**src/rtl/glitch_pulse_gen.sv**
```systemverilog
// Armed, trigger-started glitch pulse generator: delay, then width-cycle pulses.
// Define GLITCH_REPEAT_EN to enable multi-pulse trains (count/gap); otherwise one pulse.
module glitch_pulse_gen #(
  parameter int unsigned DELAY_W = 16,
  parameter int unsigned WIDTH_W = 8,
  parameter int unsigned COUNT_W = 4
) (
  input  logic               clk,
  input  logic               rst,
  input  logic               arm,
  input  logic               trigger,
  input  logic [DELAY_W-1:0] delay,
  input  logic [WIDTH_W-1:0] width,
  input  logic [COUNT_W-1:0] count,
  input  logic [WIDTH_W-1:0] gap,
  output logic               glitch,
  output logic               busy,
  output logic               done
);

  // state | meaning
  // IDLE  | waiting for arm     ARMED | waiting for trigger   DELAY | counting delay
  // PULSE | pulse high phase    GAP   | low between pulses    DONE  | wait for arm low
  typedef enum logic [2:0] {
    S_IDLE  = 3'd0,
    S_ARMED = 3'd1,
    S_DELAY = 3'd2,
    S_PULSE = 3'd3,
`ifdef GLITCH_REPEAT_EN
    S_GAP   = 3'd4,
`endif
    S_DONE  = 3'd5
  } state_t;

  localparam logic [DELAY_W-1:0] D_ONE = DELAY_W'(1);
  localparam logic [WIDTH_W-1:0] W_ONE = WIDTH_W'(1);

  state_t               state_q;
  logic [DELAY_W-1:0]   delay_q;
  logic [WIDTH_W-1:0]   width_q;
  logic [DELAY_W-1:0]   dcnt_q;
  logic [WIDTH_W-1:0]   wcnt_q;
  logic                 glitch_q;
  logic                 busy_q;
  logic                 done_q;
  logic [WIDTH_W-1:0]   width_eff;
  logic                 in_busy;

  assign width_eff = (width_q == '0) ? W_ONE : width_q;

`ifdef GLITCH_REPEAT_EN
  localparam logic [COUNT_W-1:0] C_ONE = COUNT_W'(1);

  logic [COUNT_W-1:0]   count_q;
  logic [WIDTH_W-1:0]   gap_q;
  logic [COUNT_W-1:0]   pulses_q;
  logic [COUNT_W-1:0]   count_eff;
  logic [WIDTH_W-1:0]   gap_eff;

  assign count_eff = (count_q == '0) ? C_ONE : count_q;
  assign gap_eff   = (gap_q == '0) ? W_ONE : gap_q;
`else
  logic unused_cfg;
  assign unused_cfg = ^{count, gap};
`endif

  always_comb begin
    in_busy = 1'b0;
    case (state_q)
      S_ARMED, S_DELAY, S_PULSE: in_busy = 1'b1;
`ifdef GLITCH_REPEAT_EN
      S_GAP:                     in_busy = 1'b1;
`endif
      default:                   in_busy = 1'b0;
    endcase
  end

  // Outputs trail the state by one edge, which places the first glitch cycle
  // at delay+1 edges after the trigger sample; arm low kills them immediately.
  always_ff @(posedge clk) begin
    if (rst) begin
      state_q  <= S_IDLE;
      delay_q  <= '0;
      width_q  <= '0;
      dcnt_q   <= '0;
      wcnt_q   <= '0;
      glitch_q <= 1'b0;
      busy_q   <= 1'b0;
      done_q   <= 1'b0;
`ifdef GLITCH_REPEAT_EN
      count_q  <= '0;
      gap_q    <= '0;
      pulses_q <= '0;
`endif
    end else begin
      glitch_q <= arm && (state_q == S_PULSE);
      busy_q   <= arm && in_busy;
      done_q   <= arm && (state_q == S_DONE);

      case (state_q)
        S_IDLE: begin
          if (arm) begin
            state_q <= S_ARMED;
            delay_q <= delay;
            width_q <= width;
`ifdef GLITCH_REPEAT_EN
            count_q <= count;
            gap_q   <= gap;
`endif
          end
        end

        S_ARMED: begin
          if (!arm) begin
            state_q <= S_IDLE;
          end else if (trigger) begin
`ifdef GLITCH_REPEAT_EN
            pulses_q <= count_eff;
`endif
            if (delay_q == '0) begin
              state_q <= S_PULSE;
              wcnt_q  <= width_eff;
            end else begin
              state_q <= S_DELAY;
              dcnt_q  <= delay_q;
            end
          end
        end

        S_DELAY: begin
          if (!arm) begin
            state_q <= S_IDLE;
          end else if (dcnt_q == D_ONE) begin
            state_q <= S_PULSE;
            wcnt_q  <= width_eff;
          end else begin
            dcnt_q <= dcnt_q - D_ONE;
          end
        end

        S_PULSE: begin
          if (!arm) begin
            state_q <= S_IDLE;
          end else if (wcnt_q == W_ONE) begin
`ifdef GLITCH_REPEAT_EN
            if (pulses_q == C_ONE) begin
              state_q <= S_DONE;
            end else begin
              state_q  <= S_GAP;
              wcnt_q   <= gap_eff;
              pulses_q <= pulses_q - C_ONE;
            end
`else
            state_q <= S_DONE;
`endif
          end else begin
            wcnt_q <= wcnt_q - W_ONE;
          end
        end

`ifdef GLITCH_REPEAT_EN
        S_GAP: begin
          if (!arm) begin
            state_q <= S_IDLE;
          end else if (wcnt_q == W_ONE) begin
            state_q <= S_PULSE;
            wcnt_q  <= width_eff;
          end else begin
            wcnt_q <= wcnt_q - W_ONE;
          end
        end
`endif

        S_DONE: begin
          if (!arm) state_q <= S_IDLE;
        end

        default: state_q <= S_IDLE;
      endcase
    end
  end

  assign glitch = glitch_q;
  assign busy   = busy_q;
  assign done   = done_q;

endmodule

```
**config.mk**
```make
export PLATFORM = sky130hd
export DESIGN_NAME = glitch_pulse_gen
export DESIGN_NICKNAME = d
export VERILOG_FILES = /design/src/rtl/glitch_pulse_gen.sv
export SDC_FILE = /design/constraint.sdc
export NUM_CORES = 1
export LEC_CHECK = 0
export BUFFER_PORTS_ARGS = -buffer_cell sky130_fd_sc_hd__buf_2
export CORE_ASPECT_RATIO = 1.25
export CORE_MARGIN = 2
export CORE_UTILIZATION = 35
export DETAILED_ROUTE_END_ITERATION = 10
export PLACE_DENSITY = 0.65
export SYNTH_ARGS = -nofsm -noshare
export SYNTH_HDL_FRONTEND = slang
export SYNTH_SLANG_ARGS = --single-unit
```
**constraint.sdc**
```tcl
create_clock -name clk -period 2.6 [get_ports clk]
set_input_delay 0.39 -clock clk [delete_from_list [all_inputs] [get_ports clk]]
set_output_delay 0.39 -clock clk [all_outputs]
set_load 0.02 [all_outputs]
```
-- Word-level counts from Yosys, hierarchy flattened
Index checks and enable logic that the tools add are counted.
- multiplexer cells: 26
- $add $sub $neg: 2
- reduce and logical (&&, ||, !) cells: 13
- equality and inequality tests: 20
- operators with widths (cell ; count):
    $mux 16 ; 5
    $mux 8 ; 8
    $pmux 16 s2 ; 1
    $mux 3 ; 8
    $pmux 8 s3 ; 1
    $ne 2x2->1 const B ; 11
    $eq 16x1->1 const B ; 1
    $logic_not 16->1 ; 1
    $sub 16x1->16 const B ; 1
    $pmux 3 s5 ; 1
    $eq 8x1->1 const B ; 1
    $logic_not 8->1 ; 1
    $reduce_and 8->1 ; 1
    $sub 8x1->8 const B ; 1
    $eq 3x2->1 const B ; 2
    $ne 3x3->1 const B ; 2
    $reduce_and 6->1 ; 1
    $reduce_and 5->1 ; 1
    $eq 3x1->1 const B ; 1
    $eq 3x3->1 const B ; 1
    $logic_and 1x1->1 ; 3
    $logic_not 3->1 ; 1
    $ne 3x2->1 const B ; 1
    $reduce_bool 3->1 ; 1
    4 further kinds ; 5
- register bits after elaboration: 54
- logic and storage cells: 69
- input bits: 40
- output and inout bits: 3

-- Depth between registers and ports, before layout
Gate-level depths: netlist of run 1.
- word-level depth: 6
- mapped depth: 8

-- Worst setup path before layout of run 1
Ideal clock, no wire load.
- kind: reg-to-reg
- from: register dcnt_q[7]
- to: register wcnt_q[1]
- cell stages (with the launch flop): 8
- path slack: 0.118 ns
- library setup time: 0.123 ns
- buffers on the path: 2
- data required time: 2.477 ns
- data arrival time: 2.359 ns
- cell sequence: dfxtp_1 > or3_1 > buf_2 > or4_4 > o21a_1 > or3_1 > buf_6 > mux2_1
- longest elaborated chain between the ends: 3
- RTL lines (item ; RTL line ; text):
    start, declared ; 41 ; logic [DELAY_W-1:0] dcnt_q;
    start signal, assigned ; 125 ; dcnt_q <= delay_q;
    start signal, assigned ; 137 ; dcnt_q <= dcnt_q - D_ONE;
    $eq 16x1->1 ; 133 ; end else if (dcnt_q == D_ONE) begin
    $ne 2x2->1 (no source line) ; -- ;
    $reduce_and 8->1 (no source line) ; -- ;
    end signal, assigned ; 122 ; wcnt_q <= width_eff;
    end signal, assigned ; 135 ; wcnt_q <= width_eff;
    end signal, assigned ; 157 ; wcnt_q <= wcnt_q - W_ONE;
    end, declared ; 42 ; logic [WIDTH_W-1:0] wcnt_q;
No other way between the ends.
A chain may end at the register's enable or synchronous reset.

-- Final worst setup path of run 1
- from: register dcnt_q[15]
- to: register state_q[2]
- longest elaborated chain between the ends: 3
- RTL lines (item ; RTL line ; text):
    $eq 16x1->1 ; 133 ;
    $ne 3x3->1 (no source line) ; -- ;
    $reduce_and 5->1 (no source line) ; -- ;
    end signal, assigned ; 132 ; state_q <= S_IDLE;
    end signal, assigned ; 134 ; state_q <= S_PULSE;
    end signal, assigned ; 143 ; state_q <= S_IDLE;
    end, declared ; 38 ; state_t state_q;
No other way between the ends.

==> impl_results.md, run 1 <==
- Total CTS buffers: 5
- Count of different cell masters after synthesis: 49
- Worst path bufs/invs: 1
- Worst Hold End: delay_q[9]$_SDFFE_PP0P_
- Simple-Gate Fraction of Synth Area: 28.6%
- Critical path launch point type: flop
- Nets: 459
- Diodes inserted: 0
- Via count: 2900
- Post-CTS setup buffer count: 0
- Crit path max-delay cell type: or4_1
- Compound-Gate Fraction of Synth Area: 24.2%
- EDFF count, synth: 0
- Status: completed
- # rows: 36
- DR pass1 iterations: 4
- Initial Utilization: 36.3%
- Post-synthesis sequential area ratio: 37.8%
- Worst r2r path cells: 6
- Filler Cell Count: 797
- Post-synth net total: 432
- DRC viols: 0
- Area growth, synth to finish: 14.2%
- Gr ovfl total: 0
- Initial DRC count: 193
- Dpl hpwl: 5460 um
- Gr usage total: 17.6%
- DIE HEIGHT: 105 um
- Required @ worst endpoint: 2810 ps
- DRT antenna net count: 0
- Worst hold path cell count: 3
- Largest family of logic cells by synthesized area: simple AND/OR/NAND/NOR gates
- Class of the worst hold path: in -> reg
- Pin count of the biggest net entering global routing: 37
- Minimum clock period: 2510 ps
- Power density cells: 1120 nW/um2
- Relative slew slack: 58.6%
- Synth Register Bits: 54
- Synth Area in Adders: 1.75%
- CTS tree: built
- R2r startpoint: dcnt_q[15]$_SDFFE_PP0P_
- Port Buffers: 30
- Layout cells sized above 1: 16.6%
- FF-to-FF setup slack: 90 ps
- Avg Cell Area, Syn: 7.38 um2
- Io pins: 43
- CP Max Fanout: 4
- # resized after CTS: 0
- Setup TNS: 0 ps
- Cts hold-fix bufs: 0
- Clock transition at path regs: 100 ps
- GP Congestion: 0.867
- Total die area: 8920 um2
- Leakage: 1.24 nW
- Critical path cell sequence: or4_1, or4_4, o21a_1, buf_4, a211oi_4, mux2_2
- Vias in the first global route: 2797
- Cell family with most CP delay: simple AND/OR/NAND/NOR gates
- Slowest stage delay, CP: 560 ps
- Mean routed wirelength per cell: 14.7 um
- Initial antenna violation count: 0
- First-pass GRT wire length: 13100 um
- Latest clock arrival within the worst-skew pair: 310 ps
- Clk_skew: 12.5 ps
- Crit path kind: reg -> reg
- DRT Wirelength: 7520 um
- Ys async rst share: 0%
- Post-synthesis mux area share: 1.53%
- Endpoints failing hold: 0
- Mapped Cells: 388
- Max VDD drop: 0.000664 V
- Least-Margin Pin Slew: 617 ps
- Avg Vias per Cell: 5.68
- Post-layout util: 41.5%
- Setup-failing EPs final: 0
- # H-tree levels: 2
- Die W: 84.9 um
- Worst hold start: delay[9]
- Fmax: 0.398 GHz
- Root buf cell: clkbuf_8
- Crit path depth: 6
- CTS Sinks: 54
- R2R Path End: state_q[2]$_SDFFE_PP0P_
- RSZ-0062 raised after global routing: false
- Kind of end point of the critical path: flop
- Max Cap Violations: 0
- Core area: 7880 um2
- Final period utilization: 96.6%
- Mapped cell area: 2860 um2
- Final Max Slew Viols: 0
- Clk buf depth: 2
- Min Hold Slack: 300 ps
- Post-Synth XOR/XNOR Area: 0.306%
- Worst path arrival time: 2730 ps
- Ys Warns: 0
- Post-synth top flop: dfxtp_1
==> area by class of cell <==
cell class | instances | area (um2) | area share (%)
Clock buffer | 7 | 86.3 | 2.64
Clock inverter | 1 | 8.76 | 0.268
Inverter | 9 | 33.8 | 1.03
Multi-Input combinational cell | 294 | 1630 | 49.9
Sequential cell | 54 | 1080 | 33.1
Tap cell | 95 | 119 | 3.64
Timing Repair Buffer | 51 | 308 | 9.42
==> flip-flops by register name (all words and copies together) (netlist names) <==
name and count:
state_q 3, width_q 8, done 1, dcnt_q 16
glitch 1, busy 1, delay_q 16, wcnt_q 8
==> worst min-delay path: cells and delay by family <==
family	cells	cell delay, ps
AOI/OAI and AO/OA	1	50
buffers and inverters	1	90
and+or+nand+nor	1	40
==> logic make-up after synthesis <==
family / Yosys count
muxes: 4
DFF: 54
buffers and inverters: 40
xor gates and xnor gates: 1
adders and majority gates: 4
AOI/OAI and AO/OA: 109
and+or+nand+nor: 176
==> metal layers <==
| layer | vias up | part of all wire, % | global-route usage, % |
|---|---|---|---|
| li1 | 1452 | - | - |
| met1 | 1369 | 44 | 21.9 |
| met2 | 66 | 50 | 30.3 |
| met3 | 13 | 3.5 | 2.37 |
| met4 | 0 | 2.4 | 7.48 |
| met5 | - | 0 | 0 |
==> synth_stat cells, drive strengths merged, types with 2 or more instances <==
cell	instances	share of area (%)
buf	7	1.5
or2	2	0.44
and3	3	0.66
nand2b	2	0.44
ha	4	1.7
a21oi	57	10
mux2	3	1.2
o31ai	2	0.52
nor4	13	2.8
nand2	74	9.7
or4	5	1.4
nor3b	3	0.79
o32ai	15	4.6
nor2	38	5.0
o21ai	8	1.4
nor3	18	3.1
a31oi	2	0.44
a22oi	6	1.6
a21boi	2	0.52
clkbuf	24	3.1
or3b	2	0.61
nand3	5	0.87
inv	8	1.0
dfxtp	54	38
a211oi	2	0.70
o21a	2	0.52
or3	3	0.66
o211ai	2	0.52
nor2b	3	0.66
o41ai	6	1.8
==> cells in the final DEF (no fill, tap or decap), drive strengths merged, types with 2 or more instances in the layout <==
| master | count |
|---|---|
| o211ai | 2 |
| ha | 4 |
| nor4 | 13 |
| o31ai | 2 |
| inv | 9 |
| o32ai | 15 |
| or2 | 2 |
| buf | 51 |
| mux2 | 3 |
| a31oi | 2 |
| dfxtp | 54 |
| o41ai | 6 |
| or4 | 5 |
| o21a | 2 |
| nor2 | 38 |
| a21oi | 57 |
| and3 | 3 |
| nand2b | 2 |
| nor2b | 3 |
| nand2 | 74 |
| a21boi | 2 |
| or3b | 2 |
| clkbuf | 7 |
| a22oi | 6 |
| nand3 | 5 |
| nor3 | 18 |
| nor3b | 3 |
| a211oi | 2 |
| o21ai | 8 |
| or3 | 3 |
==> through the flow <==
| step | std cells | power (mW) | setup WS [ps] | instance area (um2) |
|---|---|---|---|---|
| after floorplan | 388 | 2.60 | 118 | 2860 |
| after global placement | 503 | 3.10 | 60.0 | 3160 |
| after detailed placement | 503 | 3.13 | 33.7 | 3160 |
| after CTS | 511 | 3.65 | 9.88 | 3260 |
| after global routing | 511 | 3.99 | 32.0 | 3270 |
| final | 511 | 3.67 | 88.1 | 3270 |
==> worst max path at each step <==
| stage | startpoint | to | slack (ps) |
|---|---|---|---|
| final | dcnt_q[15]$_SDFFE_PP0P_ | state_q[2]$_SDFFE_PP0P_ | 90 |
| after global routing | dcnt_q[15]$_SDFFE_PP0P_ | wcnt_q[3]$_SDFFE_PP0P_ | 30 |
| after CTS | dcnt_q[15]$_SDFFE_PP0P_ | wcnt_q[3]$_SDFFE_PP0P_ | 10 |
| after detailed placement | dcnt_q[15]$_SDFFE_PP0P_ | wcnt_q[3]$_SDFFE_PP0P_ | 30 |
| after global placement | dcnt_q[15]$_SDFFE_PP0P_ | wcnt_q[5]$_SDFFE_PP0P_ | 60 |
| after floorplan | dcnt_q[7]$_SDFFE_PP0P_ | wcnt_q[1]$_SDFFE_PP0P_ | 120 |
==> where the power goes <==
part	internal [mW]	switching (mW)
logic	0.812	1.16
registers	0.994	0.191
clock network	0.221	0.292
(Power assumes the default switching activity.)
==> run 2, diff against run 1 <==
CORE_UTILIZATION = 51   (was 35)
PLACE_DENSITY = 0.85   (was 0.65)
==> impl_results.md, run 2 (synthesis gave the netlist of run 1 again) <==
- Minimum clock period: 2570 ps (+58.9 ps)
- Clock power frac: 18.0% (+4.0 points)
- Dpl hpwl: 5120 um (-6.2%)
- # rows: 30 (-17%)
- Leakage: 1.24 nW (about the same)
- Max VDD drop: 0.000766 V (+15%)
- Met2 Track Usage GR: 45.9% (+16 points)
- Critical path cell sequence: or4_4, or4_4, o21a_2, buf_4, a2111oi_0, o32ai_1
- Clk buf depth: 2 (unchanged)
- GP Congestion: 0.900 (+3.8%)
- Diodes inserted: 0 (unchanged)
- Clock transition at path regs: 100 ps (about the same)
- Nets: 455 (-0.87%)
- Final instance area: 3240 um2 (-0.73%)
- Mean routed wirelength per cell: 15.7 um (+6.8%)
- First-pass GRT wire length: 12900 um (-1.5%)
- DR pass1 iterations: 5 (+1)
- Io pins: 43 (unchanged)
- Layout cells sized above 1: 16.5% (-0.082 points)
- Power density cells: 1190 nW/um2 (+5.5%)
- Max Cap Violations: 0 (unchanged)
- Initial antenna violation count: 0 (unchanged)
- DRC viols: 0 (unchanged)
- Initial Utilization: 52.6% (+16 points)
- Post-DP Area: 3090 um2 (-2.2%)
- Core area: 5440 um2 (-31%)
- Kind of end point of the critical path: flop
- Status: completed
- Post-layout util: 59.6% (+18 points)
- Top flop regs: dcnt_q: 16 flops, delay_q: 16 flops
- Gr ovfl total: 0 (unchanged)
- DIE HEIGHT: 87.8 um (-17%)
- CP startpoint: dcnt_q[15]$_SDFFE_PP0P_
- Most frequent CP cell: or4_4
- Tot Pwr: 3.85 mW (+4.7%)
- Sw Ratio: 43.0% (-1.8 points)
- Worst path arrival time: 2740 ps (about the same)
- # H-tree levels: 2 (unchanged)
- Required @ worst endpoint: 2770 ps (-40 ps)
- Root buf cell: clkbuf_8
- Combinational group share of total power: 51.2% (-2.6 points)
- Vias in the first global route: 2863 (+2.4%)
- Die W: 71.0 um (-16%)
- Cell family with most CP delay: simple AND/OR/NAND/NOR gates
- P_sw: 1.65 mW (+0.49%)
- Clk_skew: 14.4 ps (+1.85 ps)
- Crit path max-delay cell type: or4_4
- DRT Wirelength: 7480 um (-0.53%)
- R2r startpoint: dcnt_q[15]$_SDFFE_PP0P_
- Commonest non-fill, non-tap cell in the layout: nand2_1
- CP Max Fanout: 8 (+4)
- Total CTS buffers: 5 (unchanged)
- Worst hold path cell count: 3 (unchanged)
- Class of the worst hold path: in -> reg
- Int Power: 2.19 mW (+8.1%)
- Via count: 2961 (+2.1%)
- Avg Vias per Cell: 6.22 (+9.6%)
- Critical path launch point type: flop
- Worst hold start: delay[14]
- Setup TNS: 0 ps (unchanged)
- CTS Sinks: 54 (unchanged)
- Least-Margin Pin Slew: 672 ps (+55.5 ps)
- Met3 usage: 3.57% (+1.2 points)
- Final period utilization: 98.9% (+2.3 points)
- Latest clock arrival within the worst-skew pair: 310 ps (about the same)
- CTS tree: built
- DRT antenna net count: 0 (unchanged)
- Fmax: 0.389 GHz (-2.3%)
- Worst path bufs/invs: 1 (unchanged)
- Cts hold-fix bufs: 0 (unchanged)
- RSZ-0062 raised after global routing: false
- Crit path depth: 6 (unchanged)
- Port Buffers: 30 (unchanged)
- Crit path kind: reg -> reg
- Gr usage total: 25.3% (+7.6 points)
- Pin count of the biggest net entering global routing: 58 (+57%)
- Most used routing layer: met2
- Met1 usage: 29.0% (+7.2 points)
- Relative slew slack: 54.8% (-3.8 points)
- Final Max Slew Viols: 0 (unchanged)
- Commonest cells after routing, fill and taps aside: nand2_1, a21oi_1, dfxtp_1
- Slowest stage delay, CP: 530 ps (-30 ps)
- Initial DRC count: 246 (+27%)
- Setup-failing EPs final: 0 (unchanged)
- Total die area: 6230 um2 (-30%)
- Share of power burned in registers: 30.8% (-1.5 points)
- Worst r2r path cells: 6 (unchanged)
- Area growth, synth to finish: 13.3%
- Endpoints failing hold: 0 (unchanged)
-- run 2: cell types whose count changed in the layout (fill, tap and decap cells not counted), sizes merged --
cell | before | now
buf | 51 | 47
bufinv | 0 | 2
clkbuf | 7 | 6
inv | 9 | 8
-- run 2: repair_timing --
item	4_1_cts	5_1_grt
resized for setup	0	3
endpoints found under the setup margin	0	6
setup buffers	0	0
-- run 2: stage by stage --
step	hold slack, ps	instances	setup slack [ps]
after global placement	443	468	83.5
after floorplan	434	388	118
after CTS	299	476	13.3
final	301	476	29.2
after global routing	308	476	1.17
after detailed placement	450	468	43.1
-- run 2: cell type report --
class                           count  area [um2]
Fill cell                         460        2200
Multi-Input combinational cell    294        1630
Clock buffer                        6        82.6
Timing Repair Buffer               47         278
Inverter                            9        33.8
Clock inverter                      2        60.1
Tap cell                           64        80.1
Sequential cell                    54        1080
-- run 2: per-layer routing --
| metal | vias to the layer above | wire length, um |
|---|---|---|
| met1 | 1363 | 3040 |
| met5 | - | 0 |
| met2 | 130 | 3810 |
| met3 | 24 | 385 |
| li1 | 1444 | - |
| met4 | 0 | 245 |
-- run 2: tightest hold or removal path: cells and delay by family --
family / cells / cell delay (ps)
simple gates: 1 / 40
compound gates: 1 / 50
buf+inv: 1 / 90
-- run 2: worst paths after layout --
path / to / slack [ps]
worst max-delay path: wcnt_q[7]$_SDFFE_PP0P_ / 30
worst min-delay path: delay_q[14]$_SDFFE_PP0P_ / 300
worst max register to register: wcnt_q[7]$_SDFFE_PP0P_ / 30
worst min register to register: width_q[0]$_SDFFE_PP0P_ / 460
-- run 2: power groups by stage --
stage	clock network (mW)	logic [mW]	registers (mW)
after global routing	0.717	2.18	1.21
after floorplan	0	1.48	1.12
after CTS	0.694	1.91	1.18
after global placement	0	1.84	1.19
after detailed placement	0	1.89	1.19
final	0.691	1.97	1.18
==> run 3, diff against run 2 <==
GPL_TIMING_DRIVEN = 0   (was default)
==> impl_results.md, run 3 (synthesis gave the netlist of run 1 again) <==
- Status: completed
- Layout cells sized above 1: 14.3% (-2.2 points)
- Initial DRC count: 295 (+20%)
- Total die area: 6230 um2 (unchanged)
- Port Buffers: 29 (-3.3%)
- Class of the worst hold path: in -> reg
- Kind of end point of the critical path: flop
- Final Max Slew Viols: 0 (unchanged)
- Commonest cells after routing, fill and taps aside: nand2_1, a21oi_1, dfxtp_1
- Io pins: 43 (unchanged)
- Int Power: 2.16 mW (-1.3%)
- Avg Vias per Cell: 6.22 (about the same)
- Min Hold Slack: 302 ps (+1.02 ps)
- Endpoints failing hold: 0 (unchanged)
- P_sw: 1.67 mW (+0.97%)
- Sw Ratio: 43.6% (+0.56 points)
- Worst path arrival time: 2750 ps (about the same)
- Clk_skew: 8.92 ps (-5.45 ps)
- Relative slew slack: 29.6% (-25 points)
- DR pass1 iterations: 5 (unchanged)
- Vias in the first global route: 2880 (+0.59%)
- Nets: 470 (+3.3%)
- DRC viols: 0 (unchanged)
- Max VDD drop: 0.000704 V (-8.1%)
- Via count: 3054 (+3.1%)
- CTS Sinks: 54 (unchanged)
- RSZ-0062 raised after global routing: false
- # H-tree levels: 2 (unchanged)
- Clock power frac: 18.0% (about the same)
- Gr ovfl total: 0 (unchanged)
- First-pass GRT wire length: 13100 um (+2.1%)
- Initial Utilization: 52.6% (unchanged)
- Tot Pwr: 3.83 mW (-0.32%)
- Area growth, synth to finish: 14.9%
- Dpl hpwl: 5620 um (+9.7%)
- Cts hold-fix bufs: 0 (unchanged)
- Diodes inserted: 0 (unchanged)
- Latest clock arrival within the worst-skew pair: 310 ps (about the same)
- Leakage: 1.23 nW (-1.1%)
- Final period utilization: 98.2% (-0.64 points)
- Worst hold path cell count: 3 (unchanged)
- Root buf cell: clkbuf_8
- Power density cells: 1170 nW/um2 (-1.6%)
- Minimum clock period: 2550 ps (-16.7 ps)
- DIE HEIGHT: 87.8 um (unchanged)
- Top flop regs: dcnt_q: 16 flops, delay_q: 16 flops
- Pin count of the biggest net entering global routing: 17 (-71%)
- CP Max Fanout: 7 (-1)
- Total CTS buffers: 5 (unchanged)
- Combinational group share of total power: 51.8% (+0.6 points)
- Share of power burned in registers: 30.2% (-0.6 points)
- Crit path kind: reg -> reg
- DRT Wirelength: 7860 um (+5.1%)
- Die W: 71.0 um (unchanged)
- Clk buf depth: 2 (unchanged)
- # rows: 30 (unchanged)
- Clock transition at path regs: 100 ps (about the same)
- DRT antenna net count: 0 (unchanged)
- Worst r2r path cells: 6 (unchanged)
- Mean routed wirelength per cell: 16.0 um (+1.9%)
- CTS tree: built
- GP Congestion: 0.940 (+4.4%)
- Post-layout util: 60.4% (+0.80 points)
- Gr usage total: 26.1% (+0.80 points)
- Initial antenna violation count: 0 (unchanged)
- Required @ worst endpoint: 2800 ps (+30 ps)
- Fmax: 0.392 GHz (+0.65%)
- Max Cap Violations: 0 (unchanged)
- Setup-failing EPs final: 0 (unchanged)
- Critical path launch point type: flop
- Commonest non-fill, non-tap cell in the layout: nand2_1
- Core area: 5440 um2 (unchanged)
- Least-Margin Pin Slew: 1050 ps (+381 ps)
[run 3: worst paths after layout]
check	start	slack, ps	endpoint
worst max register to register	dcnt_q[12]$_SDFFE_PP0P_	50	wcnt_q[1]$_SDFFE_PP0P_
worst max-delay path	dcnt_q[12]$_SDFFE_PP0P_	50	wcnt_q[1]$_SDFFE_PP0P_
worst min register to register	width_q[0]$_SDFFE_PP0P_	470	width_q[0]$_SDFFE_PP0P_
worst min-delay path	delay[1]	300	delay_q[1]$_SDFFE_PP0P_
[run 3: through the flow]
step | setup TNS [ps] | setup slack, ps | instance area (um2) | cells
finish | 0 | 45.9 | 3290 | 491
global route | 0 | 1.18 | 3290 | 491
CTS | 0 | 12.5 | 3240 | 489
detailed placement | -191 | -41.1 | 3090 | 481
global placement | -63.8 | -8.56 | 3090 | 481
floorplan | 0 | 118 | 2860 | 388
[run 3: metal layers]
| layer | track usage [%] | vias to the layer above | routed length, um |
|---|---|---|---|
| met5 | 0 | - | 0 |
| met3 | 4.03 | 27 | 520 |
| met4 | 15.6 | 0 | 324 |
| li1 | - | 1477 | - |
| met1 | 30.2 | 1407 | 3110 |
| met2 | 45.5 | 143 | 3900 |
[run 3: power groups by stage]
stage / logic (mW) / registers, mW / clock network [mW]
after floorplan: 1.48 / 1.12 / 0
after global placement: 1.84 / 1.16 / 0
after detailed placement: 1.86 / 1.17 / 0
after CTS: 1.89 / 1.15 / 0.695
after global routing: 2.18 / 1.18 / 0.723
final: 1.98 / 1.16 / 0.690
[run 3: repair_timing]
action,4_1_cts,5_1_grt
gates cloned,0,0
endpoints found under the setup margin,11,16
resized for setup,3,10
buffers inserted,0,3
pin swaps,0,2
[run 3: worst max-delay path, cell delays in order, from the launching register on]
cell and delay [ps]:
dfxtp_4 360, or4_4 530, or4_4 500, o21a_1 240
or3_1 370, buf_6 150, mux2_1 300
[run 3: area by class of cell]
class | instances | area, um2
fill | 455 | 2150
multi-input combinational | 294 | 1640
sequential | 54 | 1090
timing repair buffer | 32 | 168
buffer | 30 | 131
clock buffer | 6 | 82.6
tap | 64 | 80.1
clock inverter | 2 | 60.1
inverter | 9 | 33.8
